**config.mk**
```make
export PLATFORM = sky130hd
export DESIGN_NAME = inst_memory_loader
export DESIGN_NICKNAME = d
export VERILOG_FILES = /design/src/rtl/inst_memory_loader_pkg.sv /design/src/rtl/inst_memory_loader_sync_fifo.sv /design/src/rtl/inst_memory_loader.sv
export SDC_FILE = /design/constraint.sdc
export NUM_CORES = 1
export LEC_CHECK = 0
export CORE_MARGIN = 1.5
export CORE_UTILIZATION = 55
export DETAILED_ROUTE_END_ITERATION = 8
export PLACE_DENSITY = 0.71
export SKIP_CTS_REPAIR_TIMING = 1
export SYNTH_ARGS = -nofsm -noshare
export SYNTH_HDL_FRONTEND = slang
export SYNTH_SLANG_ARGS = --single-unit
```
**constraint.sdc**
```tcl
create_clock -name clk -period 5.55 [get_ports clk]
set_input_delay 1.11 -clock clk [delete_from_list [all_inputs] [get_ports clk]]
set_output_delay 1.11 -clock clk [all_outputs]
set_load 0.1 [all_outputs]
```
**src/rtl/inst_memory_loader_pkg.sv**
```systemverilog
// Shared definitions for the instruction memory loader: state encoding,
// default widths and the packed FIFO entry layout {commit, addr, data}.
package inst_memory_loader_pkg;

   localparam int unsigned INST_MEM_ENTRIES = 16;
   localparam int unsigned DEF_DATA_W       = 32;
   localparam int unsigned DEF_ADDR_W       = 4;

   typedef enum logic [1:0] {
      ST_IDLE  = 2'd0,
      ST_ARM   = 2'd1,
      ST_DRAIN = 2'd2,
      ST_DONE  = 2'd3
   } loader_state_t;

   // Reference layout at default widths; the loader declares the same
   // layout locally so it follows its own DATA_W/ADDR_W parameters.
   typedef struct packed {
      logic                  commit;
      logic [DEF_ADDR_W-1:0] addr;
      logic [DEF_DATA_W-1:0] data;
   } entry_t;

   function automatic int unsigned entry_width(input int unsigned addr_w,
                                               input int unsigned data_w);
      return 1 + addr_w + data_w;
   endfunction

endpackage

```
**src/rtl/inst_memory_loader_sync_fifo.sv**
```systemverilog
// Single-clock FIFO holding queued loader entries; pointers wrap modulo
// DEPTH and the occupancy counter distinguishes full from empty.
module sync_fifo #(
   parameter int unsigned WIDTH = 37,
   parameter int unsigned DEPTH = 8
) (
   input  logic                       clk,
   input  logic                       reset,
   input  logic                       push,
   input  logic                       pop,
   input  logic [WIDTH-1:0]           wdata,
   output logic [WIDTH-1:0]           rdata,
   output logic                       full,
   output logic                       empty,
   output logic [$clog2(DEPTH):0]     level
);

   localparam int unsigned AW    = $clog2(DEPTH);
   localparam int unsigned LVL_W = AW + 1;

   logic [WIDTH-1:0] mem [DEPTH];
   logic [AW-1:0]    wr_ptr;
   logic [AW-1:0]    rd_ptr;

   assign full  = (level == LVL_W'(DEPTH));
   assign empty = (level == '0);
   assign rdata = mem[rd_ptr];

   // Pointer and occupancy bookkeeping; a simultaneous push and pop leaves level unchanged.
   always_ff @(posedge clk or negedge reset) begin
      if (!reset) begin
         wr_ptr <= '0;
         rd_ptr <= '0;
         level  <= '0;
      end else begin
         if (push) wr_ptr <= wr_ptr + 1'b1;
         if (pop)  rd_ptr <= rd_ptr + 1'b1;
         case ({push, pop})
            2'b10:   level <= level + 1'b1;
            2'b01:   level <= level - 1'b1;
            default: level <= level;
         endcase
      end
   end

   // Storage array; contents are don't-care until written, so no reset.
   always_ff @(posedge clk) begin
      if (push) mem[wr_ptr] <= wdata;
   end

endmodule

```
**src/rtl/inst_memory_loader.sv**
```systemverilog
// Instruction memory loader: buffers host instruction words and drains them
// into instruction memory only during the controls pipeline refresh window.
// Optional macro INST_LOADER_ATOMIC_COMMIT_EN: only committed frame updates
// are written, so a frame lands in one window or waits whole.
module inst_memory_loader
   import inst_memory_loader_pkg::*;
#(
   parameter int unsigned DATA_W = DEF_DATA_W,
   parameter int unsigned ADDR_W = DEF_ADDR_W,
   parameter int unsigned DEPTH  = 8,
   parameter int unsigned MAX_WR = 16
) (
   input  logic                     clk,
   input  logic                     reset,
   input  logic                     cmd_valid,
   input  logic [ADDR_W-1:0]        cmd_addr,
   input  logic [DATA_W-1:0]        cmd_data,
   input  logic                     cmd_commit,
   output logic                     cmd_ready,
   input  logic                     refresh_window,
   output logic                     mem_we,
   output logic [ADDR_W-1:0]        mem_waddr,
   output logic [DATA_W-1:0]        mem_wdata,
   output logic [$clog2(DEPTH):0]   fifo_level,
   output logic                     busy
);

   localparam int unsigned LVL_W = $clog2(DEPTH) + 1;
   localparam int unsigned CNT_W = $clog2(MAX_WR + 1);
   localparam int unsigned ENT_W = entry_width(ADDR_W, DATA_W);

   typedef struct packed {
      logic              commit;
      logic [ADDR_W-1:0] addr;
      logic [DATA_W-1:0] data;
   } loader_entry_t;

   loader_entry_t     in_entry;
   loader_entry_t     head;
   logic              push;
   logic              pop;
   logic              full;
   logic              empty;
   logic              commit_ok;
   loader_state_t     state;
   logic [CNT_W-1:0]  wcnt;
   logic [ADDR_W-1:0] last_addr;
   logic [DATA_W-1:0] last_data;

   assign in_entry  = '{commit: cmd_commit, addr: cmd_addr, data: cmd_data};
   assign cmd_ready = !full;
   assign push      = cmd_valid && !full;
   assign pop       = mem_we;

   sync_fifo #(
      .WIDTH (ENT_W),
      .DEPTH (DEPTH)
   ) u_fifo (
      .clk   (clk),
      .reset (reset),
      .push  (push),
      .pop   (pop),
      .wdata (in_entry),
      .rdata (head),
      .full  (full),
      .empty (empty),
      .level (fifo_level)
   );

`ifdef INST_LOADER_ATOMIC_COMMIT_EN
   logic [LVL_W-1:0] pending;

   assign commit_ok = (pending != '0);

   // Count committed frame updates still sitting in the FIFO.
   always_ff @(posedge clk or negedge reset) begin
      if (!reset) begin
         pending <= '0;
      end else begin
         case ({push && cmd_commit, pop && head.commit})
            2'b10:   pending <= pending + 1'b1;
            2'b01:   pending <= pending - 1'b1;
            default: pending <= pending;
         endcase
      end
   end
`else
   logic unused_commit;

   assign commit_ok     = 1'b1;
   assign unused_commit = head.commit;
`endif

   // Write strobe comes straight off the FIFO head so a drain has no pipeline latency.
   assign mem_we = (state == ST_DRAIN) && refresh_window && !empty &&
                   (wcnt < CNT_W'(MAX_WR)) && commit_ok;

   // Address/data show the head while writing and otherwise hold the last written entry.
   assign mem_waddr = mem_we ? head.addr : last_addr;
   assign mem_wdata = mem_we ? head.data : last_data;
   assign busy      = (state == ST_ARM) || (state == ST_DRAIN);

   // Loader FSM with per-window write counter and last-written entry capture.
   always_ff @(posedge clk or negedge reset) begin
      if (!reset) begin
         state     <= ST_IDLE;
         wcnt      <= '0;
         last_addr <= '0;
         last_data <= '0;
      end else begin
         if (mem_we) begin
            last_addr <= head.addr;
            last_data <= head.data;
         end
         case (state)
            ST_IDLE: begin
               if (refresh_window) begin
                  state <= ST_ARM;
                  wcnt  <= '0;
               end
            end
            ST_ARM: begin
               state <= refresh_window ? ST_DRAIN : ST_IDLE;
            end
            ST_DRAIN: begin
               if (!refresh_window) begin
                  state <= ST_IDLE;
               end else if (mem_we) begin
                  wcnt <= wcnt + 1'b1;
                  // Empty after this pop unless a push refills it in the same edge.
                  if (((fifo_level == LVL_W'(1)) && !push) ||
                      (wcnt == CNT_W'(MAX_WR - 1)))
                     state <= ST_DONE;
               end
            end
            ST_DONE: begin
               if (!refresh_window) state <= ST_IDLE;
            end
            default: state <= ST_IDLE;
         endcase
      end
   end

endmodule

```
==> results of run 1 <==
[cells in the mapped netlist, types with 2 or more instances]
| library cell | instances |
|---|---|
| sky130_fd_sc_hd__and3_1 | 3 |
| sky130_fd_sc_hd__xor2_1 | 2 |
| sky130_fd_sc_hd__nand2_1 | 82 |
| sky130_fd_sc_hd__inv_1 | 6 |
| sky130_fd_sc_hd__ha_1 | 13 |
| sky130_fd_sc_hd__a21oi_1 | 2 |
| sky130_fd_sc_hd__edfxtp_1 | 288 |
| sky130_fd_sc_hd__xnor2_1 | 6 |
| sky130_fd_sc_hd__buf_6 | 2 |
| sky130_fd_sc_hd__buf_2 | 16 |
| sky130_fd_sc_hd__o21ai_0 | 2 |
| sky130_fd_sc_hd__buf_4 | 8 |
| sky130_fd_sc_hd__clkbuf_1 | 13 |
| sky130_fd_sc_hd__a22oi_1 | 72 |
| sky130_fd_sc_hd__nor3_1 | 2 |
| sky130_fd_sc_hd__mux2i_1 | 148 |
| sky130_fd_sc_hd__dfrtp_1 | 53 |
| sky130_fd_sc_hd__nand3_1 | 39 |
| sky130_fd_sc_hd__nand2b_1 | 3 |
| sky130_fd_sc_hd__nor2b_1 | 2 |
| sky130_fd_sc_hd__nor2_1 | 11 |
[sequential cells by signal, summed over array words and instances, names as in the netlist]
signal         cells
last_addr          4
last_data         32
state              2
u_fifo.level       4
u_fifo.mem       288
u_fifo.rd_ptr      3
u_fifo.wr_ptr      3
wcnt               5
[final timing paths]
check	startpoint	to	cells past startpoint
setup / recovery	refresh_window	mem_wdata[19]	7
hold / removal	wcnt[3]$_DFFE_PN0P_	wcnt[3]$_DFFE_PN0P_	1
setup reg to reg	u_fifo.level[0]$_DFFE_PN0P_	u_fifo.mem[2][18]$_DFFE_PP_	7
hold reg to reg	wcnt[3]$_DFFE_PN0P_	wcnt[3]$_DFFE_PN0P_	1
max in group asynchronous	reset	u_fifo.rd_ptr[0]$_DFFE_PN0N_	2
min in group asynchronous	reset	last_data[10]$_DFF_PN0_	2
[power groups by stage]
stage	sequential (W)	clock, W	combinational (W)
finish	0.00350	0.00233	0.00359
global route	0.00355	0.00247	0.00378
CTS	0.00350	0.00237	0.00362
detailed placement	0.00355	0	0.00360
global placement	0.00352	0	0.00353
floorplan	0.00354	0	0.00240
[worst max-delay path, cell delays in order]
cell	delay, ns
sky130_fd_sc_hd__clkdlybuf4s50_1	0.55
sky130_fd_sc_hd__nand2_1	0.13
sky130_fd_sc_hd__or3_2	0.48
sky130_fd_sc_hd__inv_4	0.54
sky130_fd_sc_hd__nand3_1	0.28
sky130_fd_sc_hd__nand2_1	0.21
sky130_fd_sc_hd__buf_12	0.19
[cells by family (layout without fill, tap and decap cells)]
family,count (synthesis),in the layout,share of synthesized area
DFF,341,341,0.754
and+or+nand+nor,152,152,0.0514
muxes,149,149,0.113
AOI/OAI and AO/OA,82,82,0.0461
buffers and inverters,47,169,0.0184
adders and majority gates,13,13,0.0123
xor gates and xnor gates,8,8,0.00529
[per-stage QoR]
step                      hold WS [ns]  instance area [sq um]   util
final                            0.484                  16000  0.679
after global placement           0.455                  14800  0.630
after detailed placement         0.480                  14800  0.630
after CTS                        0.487                  16000  0.679
after global routing             0.525                  16000  0.679
after floorplan                  0.438                  13200      -
[cell type report]
class	instances	area, sq um
fill	1568	7550
clock inverter	16	178
inverter	7	28.8
timing repair buffer	99	1330
sequential	341	9980
tap	319	399
multi-input combinational	404	3100
clock buffer	47	983
[per-layer routing]
layer,up-vias,share of wire,track usage
met5,-,0,0
met2,181,0.51,0.390
met4,0,0.015,0.0565
li1,3257,-,-
met3,35,0.046,0.0350
met1,3583,0.42,0.296
==> impl_results.md, run 1 <==
- Run status: finished, final reports clean
- Total Routing Usage GR: 0.224
- Skew-Pair Late Insertion Delay: 0.50 ns
- Reg2reg setup slack: 2.54 ns
- Minimum period implied by the final worst setup slack: 4.62 ns
- Post-Route Skew: 0.0127 ns
- Leakage power total: 5.96 nW
- Width of the die: 158 um
- Tot Pwr: 0.00942 W
- Number of max-cap violations: 0
- Number of top-level pins: 84
- Final global-route overflow total: 0
- Mean cell area of the mapped netlist: 16.7 sq um
- Number of nets in the finished design: 943
- Sum Neg Setup Slack: 0 ns
- Routed via count divided by cell count: 5.72
- Sequential power share: 0.372
- Post-synth top area share: 0.653
- Starting density of the core: 0.562
- Synthesis-to-layout area growth: 20.9%
- Total standard cell area after synthesis: 0.0132 sq mm
- Pre-CTS setup slack: 0.986 ns
- Sequential element share of the synthesized area: 0.754
- Clock slew seen by the registers of the worst setup and hold paths: 0.05 ns
- Die Outline Area: 0.0250 sq mm
- Share of cells above drive strength 1: 0.132
- Post-Synthesis Cells: 792
- Total via count in the routed design: 7,056
- CTS sink cnt: 341
- Worst-path fanout max: 45
- Number of nets produced by synthesis: 846
- Cell-internal power: 0.00590 W
- Final Slew Violations: 0
- Height of the die: 158 um
- Post-Place Cells: 1,170
- Setup violators final: 0
- Half-perimeter wire length after placement: 14,400 um
- Yosys warning total: 0
- Proportion of power drawn by combinational gates: 0.381
- Longest Clk Path Bufs: 3
- Post-layout instance count excluding filler cells: 1,233
- Vias in the first global route: 7,276
- Synth async-reset ratio: 0.155
- Number of flops mapped to enable cells by yosys: 288
- Antenna violation net count after detailed routing: 0
- Core outline area: 0.0235 sq mm
- Launching element type of the critical path: primary input
- Clock buffer count from CTS: 36
- Critical Path End Type: output pin
- Number of H-tree levels: 2
- Worst slew margin relative to its limit: 0.337
- Hold Violations, Final: 0
- Leading cell types in the layout, fill and taps excluded: sky130_fd_sc_hd__edfxtp_1, sky130_fd_sc_hd__mux2i_1, sky130_fd_sc_hd__nand2_1
- Maximum number of pins on one net before global-route repair: 74
- Number of iterations in the first detailed-routing pass: 5
- TritonCTS clock tree: built
- Fraction of power spent switching nets: 0.373
- Number of remaining DRC errors: 0
- Arrival time of data at the critical path endpoint: 3.51 ns
- Power per standard cell area: 589 mW/mm^2
- Unique masters post-synth: 40
- Global-route wire length before repair: 41,300 um
- Detailed Route Iter0 Violations: 511
- Synth area leaders: sky130_fd_sc_hd__edfxtp_1, sky130_fd_sc_hd__mux2i_1, sky130_fd_sc_hd__dfrtp_1
- Sum of routed wire length over all layers: 26,700 um
- Number of core rows: 56
- NetSw: 0.00352 W
- Final worst-path cycle share: 0.833
- Critical path type: primary input to output pin
- Diodes inserted: 0
- Clock share of power: 0.247
- Routed length per placed instance: 21.7 um
- Flip-flop and latch count after synthesis: 341
- Class of the tightest hold or removal check: flip-flop to flip-flop
- Port buffer count: 82
- Antenna violations before repair: 0
- Data required time at the worst endpoint: 4.44 ns
- Area leader, netlist: sky130_fd_sc_hd__edfxtp_1
- Most common cell after layout, fill and taps aside: sky130_fd_sc_hd__edfxtp_1
- Highest Clock Rate: 0.216 GHz
- Root buf cell: sky130_fd_sc_hd__clkbuf_16
- Ys flop type: sky130_fd_sc_hd__edfxtp_1
- Worst Tran Pin Value: 0.992 ns
- Weighted congestion at the end of routability-driven global placement: 0.741
- Max rail drop VDD: 0.541 mV
- Unrepaired setup endpoints after global routing: no
- Worst Slack Setup Final: 0.928 ns
Note: power is estimated with default switching activity, not from simulation.
==> run 2: changes to the inputs <==
--- a/config.mk
+++ b/config.mk
@@ -6,7 +6,7 @@
 export NUM_CORES = 1
 export LEC_CHECK = 0
 export CORE_MARGIN = 1.5
-export CORE_UTILIZATION = 55
+export CORE_UTILIZATION = 53
 export DETAILED_ROUTE_END_ITERATION = 8
 export PLACE_DENSITY = 0.71
 export SKIP_CTS_REPAIR_TIMING = 1
==> constraint.sdc (replaced) <==
create_clock -name clk -period 3.95 [get_ports clk]
set_input_delay 0.79 -clock clk [delete_from_list [all_inputs] [get_ports clk]]
set_output_delay 0.79 -clock clk [all_outputs]
set_load 0.1 [all_outputs]
==> run 2 against run 1 <==
Against the previous run: cell count up 1.3%; critical path type unchanged; worst hold slack worse by 0.075 ns; combinational power increased by 44%.
==> impl_results.md, run 2 (synthesis results as in run 1) <==
- Root buf cell: sky130_fd_sc_hd__clkbuf_16
- Number of top-level pins: 84
- Vias in the first global route: 7,457
- Number of nets in the finished design: 951
- Hold Violations, Final: 0
- Post-layout instance count excluding filler cells: 1,249
- Clock share of power: 0.243
- Slowest stage cell on the critical path: sky130_fd_sc_hd__clkdlybuf4s50_1
- Number of remaining DRC errors: 0
- Routed via count divided by cell count: 5.78
- Share of cells above drive strength 1: 0.150
- Cell-internal power: 0.00831 W
- Final worst-path cycle share: 0.916
- Core outline area: 0.0244 sq mm
- Power per standard cell area: 825 mW/mm^2
- Tot Pwr: 0.0133 W
- Max FFs per register: 288
- Startpoint of the worst setup timing path: refresh_window
- Width of the die: 161 um
- Largest registers ranked by flip-flop count: u_fifo.mem: 288 flops, last_data: 32 flops, wcnt: 5 flops
- Post-Route Skew: 0.0151 ns
- Startpoint of the lowest-slack register-to-register path: u_fifo.level[0]$_DFFE_PN0P_
- Minimum period implied by the final worst setup slack: 3.62 ns
- Worst slew margin relative to its limit: 0.336
- Number of core rows: 57
- Critical path type: primary input to output pin
- Synthesis-to-layout area growth: 22.1%
- Die Outline Area: 0.0259 sq mm
- Skew-Pair Late Insertion Delay: 0.52 ns
- Clock slew seen by the registers of the worst setup and hold paths: 0.06 ns
- Final Slew Violations: 0
- Weighted congestion at the end of routability-driven global placement: 0.714
- Number of H-tree levels: 2
- Total Routing Usage GR: 0.214
- Fraction of power spent switching nets: 0.377
- Height of the die: 161 um
- Arrival time of data at the critical path endpoint: 2.83 ns
- Critical path's top delay family: buffers and inverters
- NetSw: 0.00502 W
- Starting density of the core: 0.543
- Port buffer count: 82
- CTS sink cnt: 341
- WP buf/inv: 4
- Critical Path End Type: output pin
- Highest Clock Rate: 0.276 GHz
- Final global-route overflow total: 0
- Leakage power total: 6.04 nW
- Most common cell after layout, fill and taps aside: sky130_fd_sc_hd__edfxtp_1
- Longest Clk Path Bufs: 3
- Proportion of power drawn by combinational gates: 0.388
- Antenna violation net count after detailed routing: 0
- List of cells traversed by the critical path: clkdlybuf4s50_1, nand2_1, or3_2, inv_4, buf_12, nand3_1, nand2_1, buf_12
- Max rail drop VDD: 0.496 mV
- Post-Place Cells: 1,184
- TritonCTS clock tree: built
- Maximum number of pins on one net before global-route repair: 41
- Launching element type of the critical path: primary input
- Global-route wire length before repair: 42,000 um
- Routed length per placed instance: 21.8 um
- Detailed Route Iter0 Violations: 493
- Sum of routed wire length over all layers: 27,200 um
- Slowest Stage Delay on Critical Path: 0.55 ns
- Reg with most FFs: u_fifo.mem
- Total via count in the routed design: 7,216
- Class of the tightest hold or removal check: primary input to async pin
- Half-perimeter wire length after placement: 15,100 um
- Number of filler instances in the final layout: 1,668
- Setup violators final: 0
- Number of iterations in the first detailed-routing pass: 5
- Data required time at the worst endpoint: 3.16 ns
- Clock buffer count from CTS: 35
- Worst-path fanout max: 13
- Antenna violations before repair: 1
- Sum Neg Setup Slack: 0 ns
- Number of max-cap violations: 0
- Final Util: 0.663
- Leading cell types in the layout, fill and taps excluded: sky130_fd_sc_hd__edfxtp_1, sky130_fd_sc_hd__mux2i_1, sky130_fd_sc_hd__nand2_1
- Run status: finished, final reports clean
- Sequential power share: 0.369
- Unrepaired setup endpoints after global routing: no
- Worst Tran Pin Value: 0.993 ns
[run 2: power by group through the flow]
stage	sequential, W	clock (W)	combinational (W)
2_1_floorplan	0.00498	0	0.00339
3_3_place_gp	0.00494	0	0.00506
3_5_place_dp	0.00499	0	0.00518
4_1_cts	0.00492	0.00329	0.00520
5_1_grt	0.00498	0.00343	0.00543
6_report	0.00492	0.00324	0.00517
[run 2: cell type report]
| type | count | area, sq um | share of cell area |
|---|---|---|---|
| sequential | 341 | 9980 | 0.618 |
| multi-input combinational | 404 | 3110 | 0.192 |
| timing repair buffer | 108 | 1490 | 0.0923 |
| clock buffer | 47 | 972 | 0.0601 |
| tap | 324 | 405 | 0.0251 |
| clock inverter | 17 | 173 | 0.0107 |
| inverter | 7 | 28.8 | 0.00178 |
| antenna | 1 | 2.50 | 0.000155 |
[run 2: layer usage]
metal,up-vias,GRT usage,share of wire
li1,3265,-,-
met5,-,0,0
met1,3686,0.271,0.40
met2,219,0.380,0.53
met3,46,0.0339,0.053
met4,0,0.0703,0.023
[run 2: per-stage QoR]
| step | hold WS [ns] | setup WS (ns) | instance area, sq um |
|---|---|---|---|
| 2_1_floorplan | 0.438 | 0.0348 | 13300 |
| 3_3_place_gp | 0.454 | 0.321 | 15000 |
| 3_5_place_dp | 0.475 | 0.320 | 15000 |
| 4_1_cts | 0.429 | 0.316 | 16200 |
| 5_1_grt | 0.470 | 0.219 | 16200 |
| 6_report | 0.409 | 0.333 | 16200 |
[run 2: final timing paths]
check | endpoint | slack, ns | cells after the start
max | mem_wdata[29] | 0.33 | 8
min | wcnt[0]$_DFFE_PN0P_ | 0.41 | 1
max reg2reg | u_fifo.mem[0][15]$_DFFE_PP_ | 1.35 | 7
min reg2reg | wcnt[3]$_DFFE_PN0P_ | 0.50 | 1
max in group asynchronous | last_data[13]$_DFF_PN0_ | 2.67 | 2
min in group clk | wcnt[3]$_DFFE_PN0P_ | 0.50 | 1
==> run 3: changes to the inputs <==
--- a/config.mk
+++ b/config.mk
@@ -8,6 +8,7 @@
 export CORE_MARGIN = 1.5
 export CORE_UTILIZATION = 53
 export DETAILED_ROUTE_END_ITERATION = 8
+export GPL_TIMING_DRIVEN = 0
 export PLACE_DENSITY = 0.71
 export SKIP_CTS_REPAIR_TIMING = 1
 export SYNTH_ARGS = -nofsm -noshare
==> run 3 against run 2 <==
Against the previous run: total power decreased by 4.2%; die area unchanged; cell count increased by 2.0%; first-iteration DRC count increased by 0.41%; global-route usage increased by 0.24 points; design area decreased by 2.6%; non-clock buffer count increased by 24; critical path depth increased by 1; setup slack got worse by 0.24 ns; combinational power decreased by 10%; critical path type unchanged; largest power group is now sequential cells.
==> impl_results.md, run 3 (synthesis results as in run 1) <==
- Critical path type: primary input to output pin
- Worst slew margin relative to its limit: 0.182
- Hold Violations, Final: 0
- Critical path's top delay family: buffers and inverters
- TritonCTS clock tree: built
- Met3 track demand over resource: 0.0324
- Width of the die: 161 um
- Worst-path fanout max: 10
- Fraction of met1 tracks used by global routing: 0.288
- List of cells traversed by the critical path: clkdlybuf4s50_1, nand2_1, or3_1, buf_2, inv_4, buf_4, nand3_1, nand2_1, clkbuf_2
- Antenna violation net count after detailed routing: 0
- Skew-Pair Late Insertion Delay: 0.52 ns
- Clock buffer count from CTS: 36
- Routed via count divided by cell count: 5.58
- Vias in the first global route: 7,196
- Starting density of the core: 0.543
- Run status: finished, final reports clean
- Post-Place Cells: 1,208
- Number of iterations in the first detailed-routing pass: 5
- Port buffer count: 82
- Slowest stage cell on the critical path: sky130_fd_sc_hd__clkdlybuf4s50_1
- CTS sink cnt: 341
- Total via count in the routed design: 7,106
- Final Util: 0.645
- Number of cells on the worst reg-to-reg path: 6
- Detailed Route Iter0 Violations: 495
- Worst path most repeated cell: sky130_fd_sc_hd__nand2_1
- Post-route worst hold slack: 0.291 ns
- Max FFs per register: 288
- Diodes inserted: 0
- Die Outline Area: 0.0259 sq mm
- Largest registers ranked by flip-flop count: u_fifo.mem: 288 flops, last_data: 32 flops, wcnt: 5 flops
- Number of core rows: 57
- Power per standard cell area: 811 mW/mm^2
- Maximum number of pins on one net before global-route repair: 37
- Number of nets in the finished design: 976
- Data required time at the worst endpoint: 3.16 ns
- Max rail drop VDD: 0.515 mV
- Root buf cell: sky130_fd_sc_hd__clkbuf_16
- Launching element type of the critical path: primary input
- Unrepaired setup endpoints after global routing: no
- Post-layout instance count excluding filler cells: 1,274
- Startpoint of the lowest-slack register-to-register path: u_fifo.level[0]$_DFFE_PN0P_
- Share of cells above drive strength 1: 0.145
- Reg with most FFs: u_fifo.mem
- Most common cell after layout, fill and taps aside: sky130_fd_sc_hd__edfxtp_1
- Number of H-tree levels: 2
- Number of filler instances in the final layout: 1,739
- Routed length per placed instance: 21.4 um
- Number of top-level pins: 84
- Leakage power total: 5.93 nW
- Total Routing Usage GR: 0.217
- Setup violators final: 0
- Number of remaining DRC errors: 0
- Post-Route Skew: 0.0162 ns
- Number of max-cap violations: 0
- Height of the die: 161 um
- Leading cell types in the layout, fill and taps excluded: sky130_fd_sc_hd__edfxtp_1, sky130_fd_sc_hd__mux2i_1, sky130_fd_sc_hd__nand2_1
- Half-perimeter wire length after placement: 16,800 um
- Global-route wire length before repair: 41,700 um
- Sum of routed wire length over all layers: 27,300 um
- Arrival time of data at the critical path endpoint: 3.06 ns
- Critical Path End Type: output pin
- Final global-route overflow total: 0
- Synthesis-to-layout area growth: 18.9%
- Slowest Stage Delay on Critical Path: 0.55 ns
- Final worst-path cycle share: 0.976
- Longest Clk Path Bufs: 3
- WP buf/inv: 5
- Antenna violations before repair: 0
- Final Slew Violations: 0
- Clock slew seen by the registers of the worst setup and hold paths: 0.06 ns
- Weighted congestion at the end of routability-driven global placement: 0.725
- Reg2reg setup slack: 1.06 ns
- Minimum period implied by the final worst setup slack: 3.85 ns
- Met2 routing resource usage after global routing: 0.372
- Highest Clock Rate: 0.259 GHz
- Critical register-to-register path endpoint: u_fifo.mem[4][9]$_DFFE_PP_
- Worst Tran Pin Value: 1.22 ns
- Core outline area: 0.0244 sq mm
- Global routing's busiest layer: met2
- Class of the tightest hold or removal check: primary input to async pin
==> run 3: final cells by class <==
class	count	area, sq um	share of cell area
buffer	40	218	0.0138
clock buffer	51	978	0.0622
clock inverter	15	183	0.0116
inverter	7	28.8	0.00183
multi-input combinational	404	3090	0.196
sequential	341	9980	0.634
tap	324	405	0.0258
timing repair buffer	92	858	0.0545
==> run 3: power by group <==
| part | switching, W | leakage [nW] | internal (W) |
|---|---|---|---|
| Clock | 0.00131 | 0.558 | 0.00200 |
| Sequential | 0.000225 | 3.28 | 0.00458 |
| Combinational | 0.00344 | 2.09 | 0.00121 |
| Total | 0.00498 | 5.93 | 0.00779 |
==> run 3: how the worst max path moves through the flow <==
stage / cells after the start / from / endpoint
6_report: 9 / refresh_window / mem_wdata[2]
5_1_grt: 9 / refresh_window / mem_wdata[10]
4_1_cts: 9 / u_fifo.level[0]$_DFFE_PN0P_ / mem_wdata[14]
3_5_place_dp: 9 / refresh_window / mem_wdata[24]
3_3_place_gp: 9 / refresh_window / mem_wdata[24]
2_1_floorplan: 4 / u_fifo.level[2]$_DFFE_PN0P_ / u_fifo.mem[2][0]$_DFFE_PP_
==> run 3: stage by stage <==
step                      total power [W]  setup WS, ns  cell area, sq um  setup TNS [ns]
after floorplan                   0.00837        0.0348             13300               0
after global placement            0.00953        -0.601             14500          -30.75
after detailed placement          0.00973        -0.616             14800          -19.47
after CTS                          0.0130        -0.687             15900          -21.58
after global routing               0.0133       0.00589             15700               0
final                              0.0128        0.0956             15700               0
==> run 3: worst register-to-register path: stages (launching register included) <==
cell	delay [ns]
sky130_fd_sc_hd__dfrtp_2	0.43
sky130_fd_sc_hd__inv_1	0.08
sky130_fd_sc_hd__ha_1	0.23
sky130_fd_sc_hd__nand3b_1	0.19
sky130_fd_sc_hd__nand2_1	0.16
sky130_fd_sc_hd__or2_2	0.42
sky130_fd_sc_hd__nor2_4	0.97
==> run 3: per-layer routing <==
metal  vias to the layer above  routed length (um)
met4                         0                 621
met5                         -                   0
met1                      3567               11500
met3                        41                1230
met2                       187               13900
li1                       3311                   -
